==> src/rtl/sdr_cas_read_capture.sv <==
`default_nettype none
// ============================================================================
//  Module   : sdr_cas_read_capture
//  Purpose  : Snoops the SDRAM command bus, decodes READ and BURST TERMINATE,
//             delays each command by its own CAS latency and captures dq for
//             a full burst. Supports interrupts and early termination.
//             Optional checking is enabled by defining
//             SDR_CAS_CAPTURE_CHECK_EN (illegal CAS and slot collision
//             drive rd_err).
//  Revision : 1.0  initial release
// ============================================================================
module sdr_cas_read_capture #(
   parameter int DQ_WIDTH  = 16,
   parameter int MAX_CAS   = 7,
   parameter int BURST_LEN = 4
) (
   input  logic                                                clk,
   input  logic                                                reset,
   input  logic [2:0]                                          cfg_sdr_cas,
   input  logic                                                cs_n,
   input  logic                                                ras_n,
   input  logic                                                cas_n,
   input  logic                                                we_n,
   input  logic [DQ_WIDTH-1:0]                                 dq,
   output logic [DQ_WIDTH-1:0]                                 rd_data,
   output logic                                                rd_valid,
   output logic [((BURST_LEN > 1) ? $clog2(BURST_LEN) : 1)-1:0] rd_beat,
   output logic                                                rd_last,
   output logic                                                rd_err,
   output logic                                                busy
);

   localparam int BEAT_W = (BURST_LEN > 1) ? $clog2(BURST_LEN) : 1;

   localparam logic [2:0]        c_MAX_CAS   = 3'(MAX_CAS);
   localparam logic [BEAT_W-1:0] c_LAST_BEAT = BEAT_W'(BURST_LEN - 1);
   localparam logic [BEAT_W-1:0] c_ONE       = BEAT_W'(1);
   localparam logic              c_KIND_READ = 1'b1;
   localparam logic              c_KIND_TERM = 1'b0;

   typedef enum logic [0:0] {
      ST_IDLE  = 1'b0,
      ST_BURST = 1'b1
   } state_t;

   // ------------------------------------------------------------------------
   // Command decode
   // ------------------------------------------------------------------------
   logic w_cmd_read;
   logic w_cmd_term;
   logic w_cmd_any;
   logic w_cas_legal;
   logic w_cmd_ok;

   assign w_cmd_read  = ~cs_n & ras_n & ~cas_n & we_n;
   assign w_cmd_term  = ~cs_n & ras_n & cas_n & ~we_n;
   assign w_cmd_any   = w_cmd_read | w_cmd_term;
   assign w_cas_legal = (cfg_sdr_cas != 3'd0) && (cfg_sdr_cas <= c_MAX_CAS);
   // Commands with an illegal latency are dropped whether or not checking is built.
   assign w_cmd_ok    = w_cmd_any & w_cas_legal;

   // ------------------------------------------------------------------------
   // Token delay line: slot 0 is consumed by the beat engine each edge
   // ------------------------------------------------------------------------
   logic [MAX_CAS-1:0] tok_v_q, tok_v_d;
   logic [MAX_CAS-1:0] tok_k_q, tok_k_d;
   logic [MAX_CAS:0]   w_v_ext;
   logic [MAX_CAS:0]   w_k_ext;
   logic [MAX_CAS-1:0] w_shift_v;
   logic [MAX_CAS-1:0] w_shift_k;

   // Padding with an empty top entry keeps the shift legal even when MAX_CAS is 1.
   assign w_v_ext   = {1'b0, tok_v_q};
   assign w_k_ext   = {c_KIND_TERM, tok_k_q};
   assign w_shift_v = w_v_ext[MAX_CAS:1];
   assign w_shift_k = w_k_ext[MAX_CAS:1];

   // Shift the line and drop a new command into slot (latency - 1).
   always_comb begin
      tok_v_d = w_shift_v;
      tok_k_d = w_shift_k;
      if (w_cmd_ok) begin
         for (int i = 0; i < MAX_CAS; i++) begin
            if (cfg_sdr_cas == 3'(i + 1)) begin
               tok_v_d[i] = 1'b1;
               tok_k_d[i] = w_cmd_read ? c_KIND_READ : c_KIND_TERM;
            end
         end
      end
   end

   // Delay-line registers.
   always_ff @(posedge clk or posedge reset) begin
      if (reset) begin
         tok_v_q <= '0;
         tok_k_q <= '0;
      end else begin
         tok_v_q <= tok_v_d;
         tok_k_q <= tok_k_d;
      end
   end

   // ------------------------------------------------------------------------
   // Beat engine
   // ------------------------------------------------------------------------
   state_t              state_q, state_d;
   logic [BEAT_W-1:0]   rem_q, rem_d;
   logic [BEAT_W-1:0]   rd_beat_q, rd_beat_d;
   logic [DQ_WIDTH-1:0] rd_data_q, rd_data_d;
   logic                rd_valid_q, rd_valid_d;
   logic                rd_last_q, rd_last_d;
   logic [BEAT_W-1:0]   w_beat_inc;

   assign w_beat_inc = rd_beat_q + c_ONE;

   // Next state and next captured beat from the token leaving slot 0.
   always_comb begin
      state_d    = state_q;
      rem_d      = rem_q;
      rd_beat_d  = rd_beat_q;
      rd_data_d  = rd_data_q;
      rd_valid_d = 1'b0;
      rd_last_d  = 1'b0;
      if (tok_v_q[0] && (tok_k_q[0] == c_KIND_READ)) begin
         // New burst, or an interrupt restarting at beat 0.
         state_d    = ST_BURST;
         rem_d      = c_LAST_BEAT;
         rd_beat_d  = '0;
         rd_data_d  = dq;
         rd_valid_d = 1'b1;
         rd_last_d  = (BURST_LEN == 1);
      end else if (tok_v_q[0]) begin
         // Terminate: suppress this and every later beat.
         state_d = ST_IDLE;
         rem_d   = '0;
      end else if ((state_q == ST_BURST) && (rem_q != '0)) begin
         rem_d      = rem_q - c_ONE;
         rd_beat_d  = w_beat_inc;
         rd_data_d  = dq;
         rd_valid_d = 1'b1;
         rd_last_d  = (w_beat_inc == c_LAST_BEAT);
      end else begin
         state_d = ST_IDLE;
         rem_d   = '0;
      end
   end

   // Beat engine state and output registers.
   always_ff @(posedge clk or posedge reset) begin
      if (reset) begin
         state_q    <= ST_IDLE;
         rem_q      <= '0;
         rd_beat_q  <= '0;
         rd_data_q  <= '0;
         rd_valid_q <= 1'b0;
         rd_last_q  <= 1'b0;
      end else begin
         state_q    <= state_d;
         rem_q      <= rem_d;
         rd_beat_q  <= rd_beat_d;
         rd_data_q  <= rd_data_d;
         rd_valid_q <= rd_valid_d;
         rd_last_q  <= rd_last_d;
      end
   end

   assign rd_data  = rd_data_q;
   assign rd_valid = rd_valid_q;
   assign rd_beat  = rd_beat_q;
   assign rd_last  = rd_last_q;
   assign busy     = (|tok_v_q) | (state_q == ST_BURST);

   // ------------------------------------------------------------------------
   // Protocol checking
   // ------------------------------------------------------------------------
`ifdef SDR_CAS_CAPTURE_CHECK_EN
   logic w_coll;
   logic rd_err_q, rd_err_d;

   // A collision means the targeted slot already holds a shifted token.
   always_comb begin
      w_coll = 1'b0;
      for (int i = 0; i < MAX_CAS; i++) begin
         if (cfg_sdr_cas == 3'(i + 1)) begin
            w_coll = w_shift_v[i];
         end
      end
   end

   assign rd_err_d = (w_cmd_any & ~w_cas_legal) | (w_cmd_ok & w_coll);

   // One-cycle error pulse, registered at the offending command edge.
   always_ff @(posedge clk or posedge reset) begin
      if (reset) begin
         rd_err_q <= 1'b0;
      end else begin
         rd_err_q <= rd_err_d;
      end
   end

   assign rd_err = rd_err_q;
`else
   assign rd_err = 1'b0;
`endif

endmodule
`default_nettype wire

==> config.mk <==
export PLATFORM = sky130hd
export DESIGN_NAME = sdr_cas_read_capture
export DESIGN_NICKNAME = d
export VERILOG_FILES = /design/src/rtl/sdr_cas_read_capture.sv
export SDC_FILE = /design/constraint.sdc
export NUM_CORES = 1
export LEC_CHECK = 0
export BUFFER_PORTS_ARGS = -buffer_cell sky130_fd_sc_hd__buf_4
export CORE_ASPECT_RATIO = 0.8
export CORE_MARGIN = 2
export CORE_UTILIZATION = 35
export DETAILED_ROUTE_END_ITERATION = 6
export PLACE_DENSITY = 0.67
export SYNTH_ARGS = -nofsm -noshare
export SYNTH_HDL_FRONTEND = slang
export SYNTH_SLANG_ARGS = --single-unit
==> constraint.sdc <==
create_clock -name clk -period 1.93 [get_ports clk]
set_clock_uncertainty 0.1 [all_clocks]
set_input_delay 0 -clock clk [delete_from_list [all_inputs] [get_ports clk]]
set_output_delay 0 -clock clk [all_outputs]
set_load 0.05 [all_outputs]
# After elaboration in Yosys (flattened, before gate mapping)
# Cells that the tools add are included.
[totals] input_bits=25 elab_cells=75 mem_bits_rw=0 out_inout_bits=22 latchBits=0 memories=0 romBits=0 ff_bits=37
[classes] div=0 n_eq_ne=10 bitwise_logic=11 multipliers=0 reduce_logical=8 shift=0 addsub=2 n_mux=35 magnitude_cmp=1
[ops] operator="$mux 16" count=3
[ops] operator="$mux 1" count=24
[ops] operator="$mux 7" count=2
[ops] operator="$eq 3x3->1 const B" count=4
[ops] operator="$mux 2" count=6
[ops] operator="$reduce_or 7->1" count=1
[ops] operator="$and 1x1->1" count=6
[ops] operator="$eq 3x2->1 const B" count=2
[ops] operator="$reduce_bool 2->1" count=2
[ops] operator="$eq 3x1->1 const B" count=1
[ops] operator="$le 3x3->1 const B" count=1
[ops] operator="$logic_and 1x1->1" count=3
[ops] operator="$ne 3x3->1 const B" count=1
[ops] operator="$not 1->1" count=3
[ops] operator="$reduce_bool 3->1" count=1
[ops] operator="$add 2x1->2 const B" count=1
[ops] operator="$eq 2x2->1 const B" count=1
[ops] operator="$ne 2x1->1 const B" count=1
[ops] operator="$or 1x1->1" count=2
[ops] operator="$reduce_and 2->1" count=1
[ops] operator="$sub 2x1->2 const B" count=1

# Longest topological paths before layout
[logic_depth] ltp_word=7 depth_mapped=7 depth_no_buf=5

# Worst setup path before layout
# No wires, ideal clock.
[synth_timing] kind="register to register" from="register rem_q[0]" to="register rd_data_q[1], in the netlist rd_data[1]" setup_time_ps=125 synth_period_minus_slack_ps=1789 path_buffers=2 required_time_ps=1705 arrival_time_ps=1564 path_slack_ps=141 path_stages_with_launch=8 path_cell_list="dfrtp_1 > inv_1 > ha_1 > or3b_1 > buf_6 > nand2_8 > buf_12 > mux2_4"
[synth_via] elab_chain_cells=4
[synth_lines] element="start, declared" line_no="107" rtl="logic [BEAT_W-1:0] rem_q, rem_d;"
[synth_lines] element="start signal, assigned" line_no="159" rtl="rem_q <= rem_d;"
[synth_lines] element="$reduce_bool 2->1" line_no="136" rtl="end else if ((state_q == ST_BURST) && (rem_q != '0)) begin"
[synth_lines] element="$logic_and 1x1->1" line_no="136"
[synth_lines] element="$reduce_bool 2->1 (no line)"
[synth_lines] element="$reduce_and 2->1 (no line)"
[synth_lines] element="end signal, assigned" line_no="161" rtl="rd_data_q <= rd_data_d;"
[synth_lines] element="end, declared" line_no="109" rtl="logic [DQ_WIDTH-1:0] rd_data_q, rd_data_d;"
# Every way passes these cells.
# A chain may end at the register's enable or synchronous reset.

# Worst setup path after layout
[layout_timing] from="input cfg_sdr_cas[2]" to="register tok_k_q[2]"
[layout_via] elab_chain_cells=4 elab_cells_between_ends=7 classes_between="order compare: 1; eq/ne: 1; mux: 2; bitwise: 1; reduce/logical: 2"
[layout_lines] element="start, declared" line_no="19" rtl="input logic [2:0] cfg_sdr_cas,"
[layout_lines] element="$le 3x3->1 or $reduce_bool 3->1 (tied branches)" line_no="58" rtl="assign w_cas_legal = (cfg_sdr_cas != 3'd0) && (cfg_sdr_cas <= c_MAX_CAS);"
[layout_lines] element="$logic_and 1x1->1" line_no="58"
[layout_lines] element="$and 1x1->1" line_no="60" rtl="assign w_cmd_ok = w_cmd_any & w_cas_legal;"
[layout_lines] element="$mux 7 (*)" line_no="82" rtl="if (w_cmd_ok) begin"
[layout_lines] element="net tok_k_d[2]" line_no="66" rtl="logic [MAX_CAS-1:0] tok_k_q, tok_k_d;"
[layout_lines] element="end signal, assigned" line_no="99" rtl="tok_k_q <= tok_k_d;"
[layout_lines] element="end, declared" line_no="66"
# The timed path passes the listed nets; every way through them passes the cells marked *.

==> metrics.csv <==
stage,metric,value,unit
clocking,cts_htree_levels,2,
floorplanning,core.rowCount,21,
floorplanning,die_width,78.2,um
global_routing,via_count_of_the_first_global_routing_pass,1185,
finish,most_used_cells_in_the_layout_excluding_fill_and_tap_cells,"sky130_fd_sc_hd__buf_4 (47), sky130_fd_sc_hd__dfrtp_1 (37), sky130_fd_sc_hd__dlygate4sd3_1 (27)",
global_routing,grt_start_max_net_pins,38,
route,antenna_violating_nets_post_route,0,
route,met2_wirelength,1.57,mm
synthesis,synth.largest_area_cell,sky130_fd_sc_hd__dfrtp_1,
sta,maxClockFrequency,0.541,GHz
clocking,cts_buffers,5,
hold_path,holdPathStages,4,
setup_path,slowest_delay,0.64,ns
route,route.detailed.drc,0,
clocking,worstSkewPairLatency,0.29,ns
floorplanning,coreArea,4200,sq um
sta,rsz_0062_raised_after_global_routing,no,
floorplanning,ios,47,
route,wl_met3,153,um
setup_path,crit_path_max_fanout,3,
clocking,buffers_inserted_during_post_cts_setup_optimization,0,
clocking,cts_root_buf,sky130_fd_sc_hd__clkbuf_8,
synthesis,synthArstFlopShare,100,%
sta,maxSlewViolCount,0,
finish,drive_above_1_share,38.0,%
synthesis,ys.flop_type,sky130_fd_sc_hd__dfrtp_1,
placement,port_buffers,45,
sta,final.setup.tns,0,ns
synthesis,synth.top_cell.area_share,60.1,%
hold_path,worstHoldPathType,input port to flip-flop,
setup_path,end_kind,flip-flop,
global_routing,antenna_found_initial,0,
run_status,outcome,finished clean,
clocking,tritoncts,done,
global_routing,grt_usage,14.1,%
finish,area.growth.synth_to_final,48.7,%
placement,place.gp.congestion,0.881,
synthesis,synth.yosys.warnings,0,
sta,final_setup_violation_count,0,
global_routing,globalRoute.totalOverflow,0,
placement,place.detailed.instances,214,
global_routing,grt_first_pass_wirelength,5.29,mm
power,p_leak,0.00115,uW
synthesis,mean_instance_size_in_the_synthesized_netlist,13.6,sq um
synthesis,mappedNetlistArea,1540,sq um
synthesis,syn_nets,140,
synthesis,yosys.cell_types.count,28,
synthesis,leading_post_synthesis_cells_by_cell_area,"sky130_fd_sc_hd__dfrtp_1 (60%), sky130_fd_sc_hd__mux2_4 (8.8%), sky130_fd_sc_hd__mux2_2 (5.1%)",
sta,final.min_clock_period,1.85,ns
synthesis,ys_seq_elements,37,
setup_path,slowest_stage,sky130_fd_sc_hd__dlygate4sd3_1,
clocking,clock-sinks,37,
placement,dp.final_hpwl,2.25,mm
route,detail_route.wirelength,3.23,mm
synthesis,count_of_flip_flops_with_a_built_in_enable_after_synthesis,0,
flow_run,max_cap_viol_count,0,
route,route.top_layer_used,met4,
route,met1Wirelength,1.38,mm
synthesis,ys_seq_area_share,60.1,%
setup_path,cp-start-kind,input port,
floorplanning,die_height,63.3,um
setup_path,cp_data_arrival_time,1.92,ns
finish,final_common_cell,sky130_fd_sc_hd__buf_4,
route,detailedRoute.firstPassIterationCount,4,
finish,nets,218,
sta,report.final.hold_viol_count,0,
finish,insertedDiodeCount,0,
route,routed_wirelength_normalized_by_instance_count,13.0,um
route,first_iter_violations,66,
clocking,clk_pin_slew_worst_paths,0.07,ns
synthesis,syn-instance-count,113,
setup_path,timing.critical_path.mode_cell,sky130_fd_sc_hd__dlygate4sd3_1,
floorplanning,die-area,4950,sq um
power,vdd_drop_max,0.000542,V
clocking,clk_path_buf_depth,2,
setup_path,r2r.worst_path.cells,5,
floorplanning,start_util,36.6,%
sta,finalCritPeriodShare,95.9,%
finish,finalNonFillerCells,249,
setup_path,required_arrival_time_at_the_worst_endpoint,2.00,ns
setup_path,cp_cell_sequence,dlygate4sd3_1 -> buf_4 -> nor3b_1 -> dlygate4sd3_1 -> nand4_1 -> o2bb2ai_1,
finish,layout.core_utilization,54.5,%
setup_path,crit_type,input port to flip-flop,
power,pwr_density_cell,838,nW/um^2
route,detail_route.vias_per_cell,4.56,
route,detailroute.via_count,1135,
==> worst max-delay path, delay by kind of cell <==
family	cells	cell delay, ns
buffers and inverters	3	1.31
AOI/OAI and AO/OA	1	0.16
and+or+nand+nor	2	0.45
==> cells by family (layout without fill, tap and decap cells) <==
group,after synthesis,in the layout,synth area share (%)
AOI/OAI and AO/OA,11,11,5.12
xor gates and xnor gates,1,1,0.569
adders and majority gates,2,2,1.62
buffers and inverters,8,87,3.74
DFF,37,37,60.1
muxes,16,16,13.9
other,1,1,0.243
and+or+nand+nor,37,37,14.7
==> final timing paths <==
check	start	endpoint	slack [ns]
setup / recovery	cfg_sdr_cas[2]	tok_k_q[2]	0.08
hold / removal	we_n	tok_v_q[1]	0.04
setup reg to reg	rem_q[0]	rd_data[0]	0.08
hold reg to reg	tok_k_q[0]	rd_beat[1]	0.36
max in group asynchronous	reset	tok_v_q[3]	1.15
min in group asynchronous	reset	rd_data[13]	0.27
==> flip-flops by register name, summed over array words and instances, names as in the netlist <==
signal and count:
rd_beat 2, rd_data 16, rd_last 1, rd_valid 1
rem_q 2, state_q 1, tok_k_q 7, tok_v_q 7
==> where the power goes <==
part / switching [uW] / leakage (uW) / internal, uW
logic: 313 / 0.000600 / 212
registers: 38.8 / 0.000507 / 840
clock network: 266 / 0.0000439 / 249
==> synth_stat cells, types with 3 or more instances <==
cell                        instances
sky130_fd_sc_hd__dfrtp_1           37
sky130_fd_sc_hd__mux2_4             9
sky130_fd_sc_hd__nand2b_1           9
sky130_fd_sc_hd__mux2_2             7
sky130_fd_sc_hd__nand2_1            6
sky130_fd_sc_hd__nand3_1            6
sky130_fd_sc_hd__inv_1              5
sky130_fd_sc_hd__a22o_1             3
sky130_fd_sc_hd__nor2_1             3
sky130_fd_sc_hd__o21ai_0            3
sky130_fd_sc_hd__o2bb2ai_1          3
==> through the flow <==
stage | total power (uW) | hold WS [ns] | setup WS [ns] | cell area (sq um)
2_1_floorplan | 1210 | 0.0314 | 0.141 | 1540
3_3_place_gp | 1370 | 0.0251 | 0.160 | 1930
3_5_place_dp | 1380 | 0.0342 | 0.0719 | 1930
4_1_cts | 1940 | 0.0699 | 0.0373 | 2280
5_1_grt | 2000 | 0.0646 | 0.000534 | 2290
6_report | 1920 | 0.0424 | 0.0799 | 2290
==> metal layers <==
layer	GRT usage, %	vias up
li1	-	543
met3	5.44	13
met1	15.5	546
met5	0	-
met4	8.11	0
met2	23.5	33
==> area by class of cell <==
cell class                      count  area (sq um)
Clock buffer                        5          68.8
Clock inverter                      3          17.5
Multi-Input combinational cell     68           564
Fill cell                         369          1910
Inverter                            5          18.8
Tap cell                           57          71.3
Sequential cell                    37           926
Timing Repair Buffer               74           623
==> repair_timing <==
item / 4_1_cts / 5_1_grt
endpoints found under the hold margin: 60 / 0
setup endpoints to repair: 0 / 8
hold buffers: 27 / 0
resized for setup: 0 / 1
Power figures use the tool's default switching activity.
